$ cat config.mk
export PLATFORM = sky130hd
export DESIGN_NAME = zint_sched
export DESIGN_NICKNAME = d
export VERILOG_FILES = /design/src/rtl/zint_sched_pkg.sv /design/src/rtl/zint_prio_enc.sv /design/src/rtl/zint_sched.sv
export SDC_FILE = /design/constraint.sdc
export NUM_CORES = 1
export LEC_CHECK = 0
export CAP_MARGIN = 25
export CORE_UTILIZATION = 43
export DETAILED_ROUTE_END_ITERATION = 10
export GPL_TIMING_DRIVEN = 1
export MAX_ROUTING_LAYER = met4
export PLACE_DENSITY_LB_ADDON = 0.1
export SETUP_SLACK_MARGIN = 0.1
export SLEW_MARGIN = 30
export SYNTH_ARGS = -nofsm -noshare
export SYNTH_HDL_FRONTEND = slang
export SYNTH_SLANG_ARGS = --single-unit
export TNS_END_PERCENT = 20
$ cat constraint.sdc
create_clock -name fclk -period 1.75 [get_ports fclk]
set_input_delay 0.35 -clock fclk [delete_from_list [all_inputs] [get_ports fclk]]
set_output_delay 0.35 -clock fclk [all_outputs]
set_load 0.05 [all_outputs]
$ cat src/rtl/zint_sched_pkg.sv
// Shared definitions for the Z80 /INT scheduler: FSM states and default timing/vector parameters.
package zint_sched_pkg;

    typedef enum logic [1:0] {
        S_IDLE,
        S_ASSERT,
        S_ACK,
        S_GAP
    } state_t;

    localparam int unsigned DEF_INT_LEN  = 128;
    localparam int unsigned DEF_GAP      = 16;
    localparam logic [7:0]  DEF_VEC_BASE = 8'hF0;

    function automatic int unsigned max_u(input int unsigned a, input int unsigned b);
        return (a > b) ? a : b;
    endfunction

endpackage

$ cat src/rtl/zint_prio_enc.sv
// Lowest-index-first priority encoder: valid when any request is set, idx of the lowest set bit.
module zint_prio_enc #(
    parameter int unsigned N = 4
) (
    input  logic [N-1:0] req,
    output logic         valid,
    output logic [2:0]   idx
);

    always_comb begin
        valid = 1'b0;
        idx   = '0;
        for (int unsigned i = 0; i < N; i++) begin
            if (req[i] && !valid) begin
                valid = 1'b1;
                idx   = 3'(i);
            end
        end
    end

endmodule

$ cat src/rtl/zint_sched.sv
// Z80 /INT scheduler: latches per-source requests, grants one at a time by fixed priority,
// holds /INT low until acknowledge or timeout, then enforces a minimum high gap.
module zint_sched
    import zint_sched_pkg::*;
#(
    parameter int unsigned N_SRC    = 4,
    parameter int unsigned INT_LEN  = DEF_INT_LEN,
    parameter int unsigned GAP      = DEF_GAP,
    parameter logic [7:0]  VEC_BASE = DEF_VEC_BASE
) (
    input  logic             fclk,
    input  logic             rst,
    input  logic             zpos,
    input  logic             zneg,
    input  logic             iorq_n,
    input  logic             m1_n,
    input  logic [N_SRC-1:0] req,
    input  logic [N_SRC-1:0] en,
    input  logic [N_SRC-1:0] missed_clr,
    output logic             int_n,
    output logic [7:0]       vec,
    output logic             vec_oe,
    output logic [2:0]       cur_src,
    output logic [N_SRC-1:0] missed
);

    localparam int unsigned CW = $clog2(max_u(INT_LEN, GAP) + 1);

    state_t           state, state_d;
    logic [CW-1:0]    cnt, cnt_d;
    logic [N_SRC-1:0] pend, pend_d, missed_d;
    logic [N_SRC-1:0] cand, cur_mask, clr, set;
    logic             int_n_d, vec_oe_d;
    logic [7:0]       vec_d;
    logic [2:0]       cur_src_d;
    logic             grant_valid;
    logic [2:0]       grant_idx;
    logic             ack;
    logic             zpos_unused;

    // zpos is reserved for future bus-phase alignment
    assign zpos_unused = zpos;
    assign ack         = !iorq_n && !m1_n && zneg;
    assign cand        = pend & en;

    zint_prio_enc #(.N(N_SRC)) u_prio_enc (
        .req   (cand),
        .valid (grant_valid),
        .idx   (grant_idx)
    );

    always_comb begin
        cur_mask = '0;
        for (int unsigned i = 0; i < N_SRC; i++) begin
            cur_mask[i] = (cur_src == 3'(i));
        end
    end

    always_comb begin
        state_d   = state;
        cnt_d     = cnt;
        int_n_d   = int_n;
        vec_d     = vec;
        vec_oe_d  = vec_oe;
        cur_src_d = cur_src;
        clr       = '0;
        set       = '0;
        case (state)
            S_IDLE: begin
                if (grant_valid) begin
                    cur_src_d = grant_idx;
                    vec_d     = VEC_BASE + {4'b0000, grant_idx, 1'b0};
                    int_n_d   = 1'b0;
                    cnt_d     = '0;
                    state_d   = S_ASSERT;
                end
            end
            S_ASSERT: begin
                cnt_d = cnt + CW'(1);
                // acknowledge takes precedence over a timeout landing in the same cycle
                if (ack) begin
                    int_n_d  = 1'b1;
                    vec_oe_d = 1'b1;
                    clr      = cur_mask;
                    state_d  = S_ACK;
                end else if (cnt == CW'(INT_LEN - 1)) begin
                    int_n_d = 1'b1;
                    clr     = cur_mask;
                    set     = cur_mask;
                    cnt_d   = '0;
                    state_d = S_GAP;
                end
            end
            S_ACK: begin
                if (iorq_n) begin
                    vec_oe_d = 1'b0;
                    cnt_d    = '0;
                    state_d  = S_GAP;
                end
            end
            S_GAP: begin
                cnt_d = cnt + CW'(1);
                if (cnt == CW'(GAP - 1)) begin
                    state_d = S_IDLE;
                end
            end
            default: state_d = S_IDLE;
        endcase
        // new requests and new misses win over same-cycle clears
        pend_d   = (pend & ~clr) | req;
        missed_d = (missed & ~missed_clr) | set;
    end

    always_ff @(posedge fclk) begin
        if (rst) begin
            state   <= S_IDLE;
            cnt     <= '0;
            int_n   <= 1'b1;
            vec     <= VEC_BASE;
            vec_oe  <= 1'b0;
            cur_src <= '0;
            pend    <= '0;
            missed  <= '0;
        end else begin
            state   <= state_d;
            cnt     <= cnt_d;
            int_n   <= int_n_d;
            vec     <= vec_d;
            vec_oe  <= vec_oe_d;
            cur_src <= cur_src_d;
            pend    <= pend_d;
            missed  <= missed_d;
        end
    end

endmodule

==> flow_metrics.env, run 1 <==
export IMPL_cp_top_family="compound AO/OA/AOI/OAI gates"
export IMPL_grt_pass1_wl_um=5460
export IMPL_fp_dieH_um=57.4
export IMPL_initialDrtViolationCount=38
export IMPL_ys_ff_latch=22
export IMPL_antenna_left=0
export IMPL_placed_cells=217
export IMPL_nets=219
export IMPL_min_delay_start="missed[1]"
export IMPL_diodes=0
export IMPL_p_leak_uw=0.000789
export IMPL_hold_depth=2
export IMPL_synth_flop_cell="dfxtp_1"
export IMPL_clk_pin_slew_ns=0.13
export IMPL_setup_viol=0
export IMPL_dieWidth_um=57.4
export IMPL_synth_top_area_frac=0.334
export IMPL_crit_required_ns=1.95
export IMPL_r2r_start="state[0]"
export IMPL_cts_htree_levels=1
export IMPL_post_route_drc_count=2
export IMPL_finalMaxSlewViolations=0
export IMPL_cellPowerDensity_mw_per_mm2=1010
export IMPL_post_drt_wl_per_cell_um=14.3
export IMPL_hold_class="flop to flop"
export IMPL_root_buffer="clkbuf_4"
export IMPL_final_common_cell="buf_4"
export IMPL_fmax_ghz=0.608
export IMPL_numClockSinks=22
export IMPL_multi_input_area_sq_um=873
export IMPL_cp_arrival_ns=1.84
export IMPL_yosys_cell_types_count=48
export IMPL_slowest_delay_ns=0.35
export IMPL_rows=19
export IMPL_hpwl_um=2270
export IMPL_syn2layout_area_growth_pct=41.6
export IMPL_async_flop_share=0
export IMPL_ir_drop_mv=0.553
export IMPL_grt_max_degree=14
export IMPL_cts_tree="built"
export IMPL_grt_pass1_vias=1237
export IMPL_cp_cell_sequence="buf_4 > ha_1 > a21boi_1 > or3_1 > a32o_1"
export IMPL_cts_buffers=3
export IMPL_fin_cells=225
export IMPL_path_buf_inv=1
export IMPL_worst_slew_pin_slew_ns=0.507
export IMPL_globalplace_congestion=0.857
export IMPL_antenna_found_initial=0
export IMPL_cts_hold_buf=0
export IMPL_reg2regPathDepth=5
export IMPL_core_sq_mm=0.00283
export IMPL_holdPathEnd="missed[1]"
export IMPL_dr_pass1_iters=7
export IMPL_start_util=0.467
export IMPL_ff_latch_area_sq_um=449
export IMPL_rsz0062_at_grt="yes"
export IMPL_portBuffers=26
export IMPL_place_area_sq_mm=0.00172
export IMPL_io_pins=35
export IMPL_cp_max_fo=4
export IMPL_synth_area_leader_cell="dfxtp_1"
export IMPL_syn_area_sq_mm=0.00132
export IMPL_dieArea_sq_mm=0.00330
export IMPL_reg2reg_to="state[0]"
export IMPL_slew_headroom=0.661
export IMPL_drive_above_1_share=0.351
export IMPL_syn_area_per_cell_sq_um=8.68
export IMPL_maxCapViolations=0
export IMPL_synth_cells=152
export IMPL_power_uw=1890
export IMPL_grt_ovfl_total=0
export IMPL_yosys_warnings=0
export IMPL_ctsLongestPathBuffers=2
export IMPL_rrSetupSlack_ns=0.11
export IMPL_hold_violations=0
export IMPL_yosys_top_cells_area="dfxtp_1 33%, buf_4 5.1%, nor2_1 4.8%, ha_1 4.7%, a22o_1 3.3%"
export IMPL_ys_seq_area_frac=0.334
export IMPL_clock_skew_final_ns=0.0116
export IMPL_crit_slowest_cell="or3_1"
export IMPL_dr_total_vias=1232
export IMPL_critPathKind="flop to flop"
export IMPL_drt_total_wl_um=3230
export IMPL_clk_latency_ns=0.31
export IMPL_layout_common_cells="27 x buf_4, 17 x nor2_1, 15 x dfxtp_1"
export IMPL_endpoint_kind="flop"
export IMPL_grt_use_total=0.218
export IMPL_min_period_ns=1.64
export IMPL_utilization=0.661
export IMPL_start_kind="flop"
export IMPL_final_area_sq_mm=0.00187
export IMPL_outcome="finished, violations left"
export IMPL_viasPerCell=5.48
export IMPL_synth_edff_count=0
export IMPL_nFillCells=232
export IMPL_violations="DRC"
export IMPL_finalCritPeriodShare=0.939
[routing by layer]
metal	GRT usage	wire length (um)	vias up
met5	-	0	-
met4	0.0732	27	0
met3	0.0204	72	4
met2	0.349	1590	27
met1	0.288	1540	580
li1	-	-	621
[worst max-delay path by stage]
stage / endpoint / depth (start not counted) / slack [ns] / from
finish: state[0] / 5 / 0.11 / state[0]
global route: cnt[7] / 7 / 0.07 / zneg
CTS: cnt[2] / 5 / 0.09 / cnt[5]
global placement: state[0] / 5 / -0.23 / iorq_n
floorplan: state[0] / 6 / 0.11 / state[0]
detailed placement: state[0] / 5 / -0.30 / iorq_n
[power by group]
part / internal, uW / switching (uW)
sequential: 563 / 74.0
combinational: 501 / 524
clock: 80.3 / 153
[Yosys cell counts, types with 2 or more instances]
master and number:
a32o_1 3, nand2_1 11, buf_4 9, and3_1 2, o21ai_0 3, a22o_1 5, clkbuf_1 5, dfxtp_1 22
inv_1 4, nor3b_1 2, a21oi_1 8, o221a_2 2, nand2b_1 3, conb_1 2, ha_1 5, nor2b_1 5
nor2_1 17, a31oi_1 2, nand3_1 5, a211oi_1 4, o21ai_1 3, nor3_1 3, nand3b_1 2
[area by class of cell]
cell class | count | share of cell area
multi-input combinational | 116 | 0.467
tap | 31 | 0.0207
clock buffer | 3 | 0.0120
timing repair buffer | 49 | 0.252
sequential | 22 | 0.240
inverter | 4 | 0.00803
[logic make-up after synthesis]
family          synth area share
simple gates               0.261
fa+ha+maj                 0.0474
mux                       0.0161
flops                      0.334
other cells              0.00569
compound gates             0.256
buf+inv                   0.0806
[tightest hold or removal path: cells and delay by family (launching register included)]
family | cells | cell delay (ns)
flops | 1 | 0.33
simple gates | 1 | 0.06
compound gates | 1 | 0.05
[per-stage QoR]
stage | hold WS, ns | TNS, ns | setup slack (ns)
global placement | 0.458 | -2.33 | -0.227
floorplan | 0.462 | 0 | 0.115
CTS | 0.487 | 0 | 0.0891
detailed placement | 0.466 | -2.78 | -0.300
finish | 0.480 | 0 | 0.106
global route | 0.504 | 0 | 0.0685
[flip-flops by register name, indices dropped and copies added, names as in the netlist]
name and count:
cnt 8, pend 4, vec 2, state 2, vec_oe 1, int_n 1, missed 4
[timing repair]
action,CTS,global route
resized for setup,13,10
endpoints found under the setup margin,12,13
setup buffers,4,1
pin swaps,5,5
No activity file was read; power rests on OpenSTA's default activity.
==> run 2, diff against run 1 <==
Settings changed: REMOVE_ABC_BUFFERS set to 1.
==> run 2 against run 1 <==
Effect of this change:
- the run still ends with DRC left
- fmax is 1.7% lower
- register-to-register slack worse by 0.02 ns
- wire length is 6.8% lower
- first-iteration DRC count is 26% lower
- via count stayed put
- die area stayed put
- clock power is 21% higher
- combinational power is 8% lower
- sequential power is 1% higher
==> flow_metrics.env, run 2 (synthesis gave the netlist of run 1 again) <==
export IMPL_clk_pin_slew_ns=0.12
export IMPL_ir_drop_mv=0.697
export IMPL_dr_pass1_iters=7
export IMPL_drt_total_wl_um=3010
export IMPL_slowest_delay_ns=0.49
export IMPL_grt_pass1_wl_um=4730
export IMPL_multi_input_area_sq_um=845
export IMPL_finalMaxSlewViolations=0
export IMPL_reg2regPathDepth=6
export IMPL_cts_buffers=3
export IMPL_clkPwrFrac=0.152
export IMPL_start_kind="primary input"
export IMPL_cp_arrival_ns=1.88
export IMPL_drive_above_1_share=0.325
export IMPL_grt_max_degree=13
export IMPL_nFillCells=242
export IMPL_critPathKind="primary input to flop"
export IMPL_layout_common_cells="28 x buf_4, 17 x nor2_1, 17 x dfxtp_1"
export IMPL_hold_violations=0
export IMPL_finalCritPeriodShare=0.956
export IMPL_internal_power_uw=1150
export IMPL_worst_slew_pin_slew_ns=0.500
export IMPL_numClockSinks=22
export IMPL_clock_skew_final_ns=0.00144
export IMPL_initialDrtViolationCount=28
export IMPL_comb_power_share=0.502
export IMPL_ff_latch_area_sq_um=449
export IMPL_syn2layout_area_growth_pct=39.0
export IMPL_cts_setup_buffers=0
export IMPL_diodes=0
export IMPL_max_flop_register="cnt"
export IMPL_cp_top_family="simple AND/OR/NAND/NOR gates"
export IMPL_path_buf_inv=1
export IMPL_endpoint_kind="flop"
export IMPL_cts_tree="built"
export IMPL_setup_viol=0
export IMPL_antenna_left=0
export IMPL_crit_slowest_cell="clkdlybuf4s50_1"
export IMPL_cellPowerDensity_mw_per_mm2=1010
export IMPL_root_buffer="clkbuf_4"
export IMPL_min_period_ns=1.67
export IMPL_fmax_ghz=0.598
export IMPL_clk_latency_ns=0.31
export IMPL_hold_class="flop to flop"
export IMPL_viasPerCell=5.48
export IMPL_dieWidth_um=57.4
export IMPL_ctsLongestPathBuffers=2
export IMPL_rsz0062_at_grt="yes"
export IMPL_maxCapViolations=0
export IMPL_nets=218
export IMPL_grt_use_total=0.195
export IMPL_io_pins=35
export IMPL_outcome="finished, violations left"
export IMPL_rows=19
export IMPL_cp_cell_sequence="clkdlybuf4s50_1 > nor3b_4 > nor2b_1 > or3_1 > a32o_1"
export IMPL_crit_cells=5
export IMPL_cp_max_fo=4
export IMPL_dp_slack_ns=-0.256
export IMPL_final_area_sq_mm=0.00183
export IMPL_core_sq_mm=0.00283
export IMPL_globalplace_congestion=0.828
export IMPL_portBuffers=26
export IMPL_grt_pass1_vias=1109
export IMPL_largest_reg_flops=8
export IMPL_start_util=0.467
export IMPL_violations="DRC"
export IMPL_pwr_share_seq=0.346
export IMPL_dieArea_sq_mm=0.00330
export IMPL_post_route_drc_count=6
export IMPL_dr_total_vias=1232
export IMPL_grt_ovfl_total=0
export IMPL_crit_required_ns=1.96
export IMPL_power_switching_uw=715
export IMPL_hpwl_um=2300
export IMPL_whs_ns=0.484
export IMPL_top_regs="cnt: 8 flops, missed: 4 flops, pend: 4 flops"
export IMPL_worst_slack_ns=0.0776
export IMPL_p_leak_uw=0.000759
export IMPL_cts_htree_levels=1
export IMPL_place_area_sq_mm=0.00174
export IMPL_antenna_found_initial=0
export IMPL_fp_dieH_um=57.4
export IMPL_hold_depth=2
export IMPL_slew_headroom=0.666
export IMPL_final_common_cell="buf_4"
export IMPL_post_drt_wl_per_cell_um=13.4
export IMPL_cts_hold_buf=0
export IMPL_swShare=0.384
[run 2: changes by cell type in the layout (fill, tap and decap cells not counted), moves of 2 or more]
cell	previous run	this run
buf_6	2	0
clkdlybuf4s50_1	14	16
dlymetal6s2s_1	2	0
dfxtp_1	15	17
dfxtp_2	7	4
[run 2: power groups by stage]
| stage | clock (uW) | sequential [uW] | combinational (uW) |
|---|---|---|---|
| 6_report | 282 | 644 | 935 |
| 5_1_grt | 334 | 656 | 1010 |
| 4_1_cts | 292 | 635 | 898 |
| 3_5_place_dp | 0 | 635 | 890 |
| 3_3_place_gp | 0 | 629 | 869 |
| 2_1_floorplan | 0 | 714 | 440 |
[run 2: final timing paths]
path / start / end / slack [ns]
worst max-delay path: iorq_n / state[0] / 0.08
worst min-delay path: vec_oe / vec_oe / 0.48
worst max register to register: state[0] / cnt[6] / 0.09
worst min register to register: vec_oe / vec_oe / 0.48
[run 2: metrics by stage]
step / instances / setup TNS, ns / total power [uW] / util
2_1_floorplan: 142 / 0 / 1150 / -
3_3_place_gp: 221 / -2.01 / 1500 / 0.614
3_5_place_dp: 221 / -2.54 / 1520 / 0.614
4_1_cts: 225 / 0 / 1830 / 0.634
5_1_grt: 225 / 0 / 2000 / 0.648
6_report: 225 / 0 / 1860 / 0.648
[run 2: worst reg2reg max path: cells and delay by family (launching register included)]
family | cells | cell delay, ns
compound gates | 2 | 0.37
fa+ha+maj | 1 | 0.15
buf+inv | 1 | 0.06
flops | 1 | 0.36
simple gates | 2 | 0.67
[run 2: what timing repair did]
item,4_1_cts,5_1_grt
endpoints found under the setup margin,10,10
resized for setup,8,9
pin swaps,5,5
[run 2: layer usage]
metal / wire length [um] / up-vias / GRT usage
met5: 0 / - / -
met4: 18 / 0 / 0.0732
met3: 169 / 2 / 0.0363
met2: 1480 / 44 / 0.341
met1: 1340 / 563 / 0.219
li1: - / 623 / -
[run 2: layout make-up]
type                       count  area share
tap                           31      0.0211
timing repair buffer          48       0.246
multi-input combinational    116       0.460
sequential                    22       0.245
clock buffer                   4      0.0198
inverter                       4     0.00819
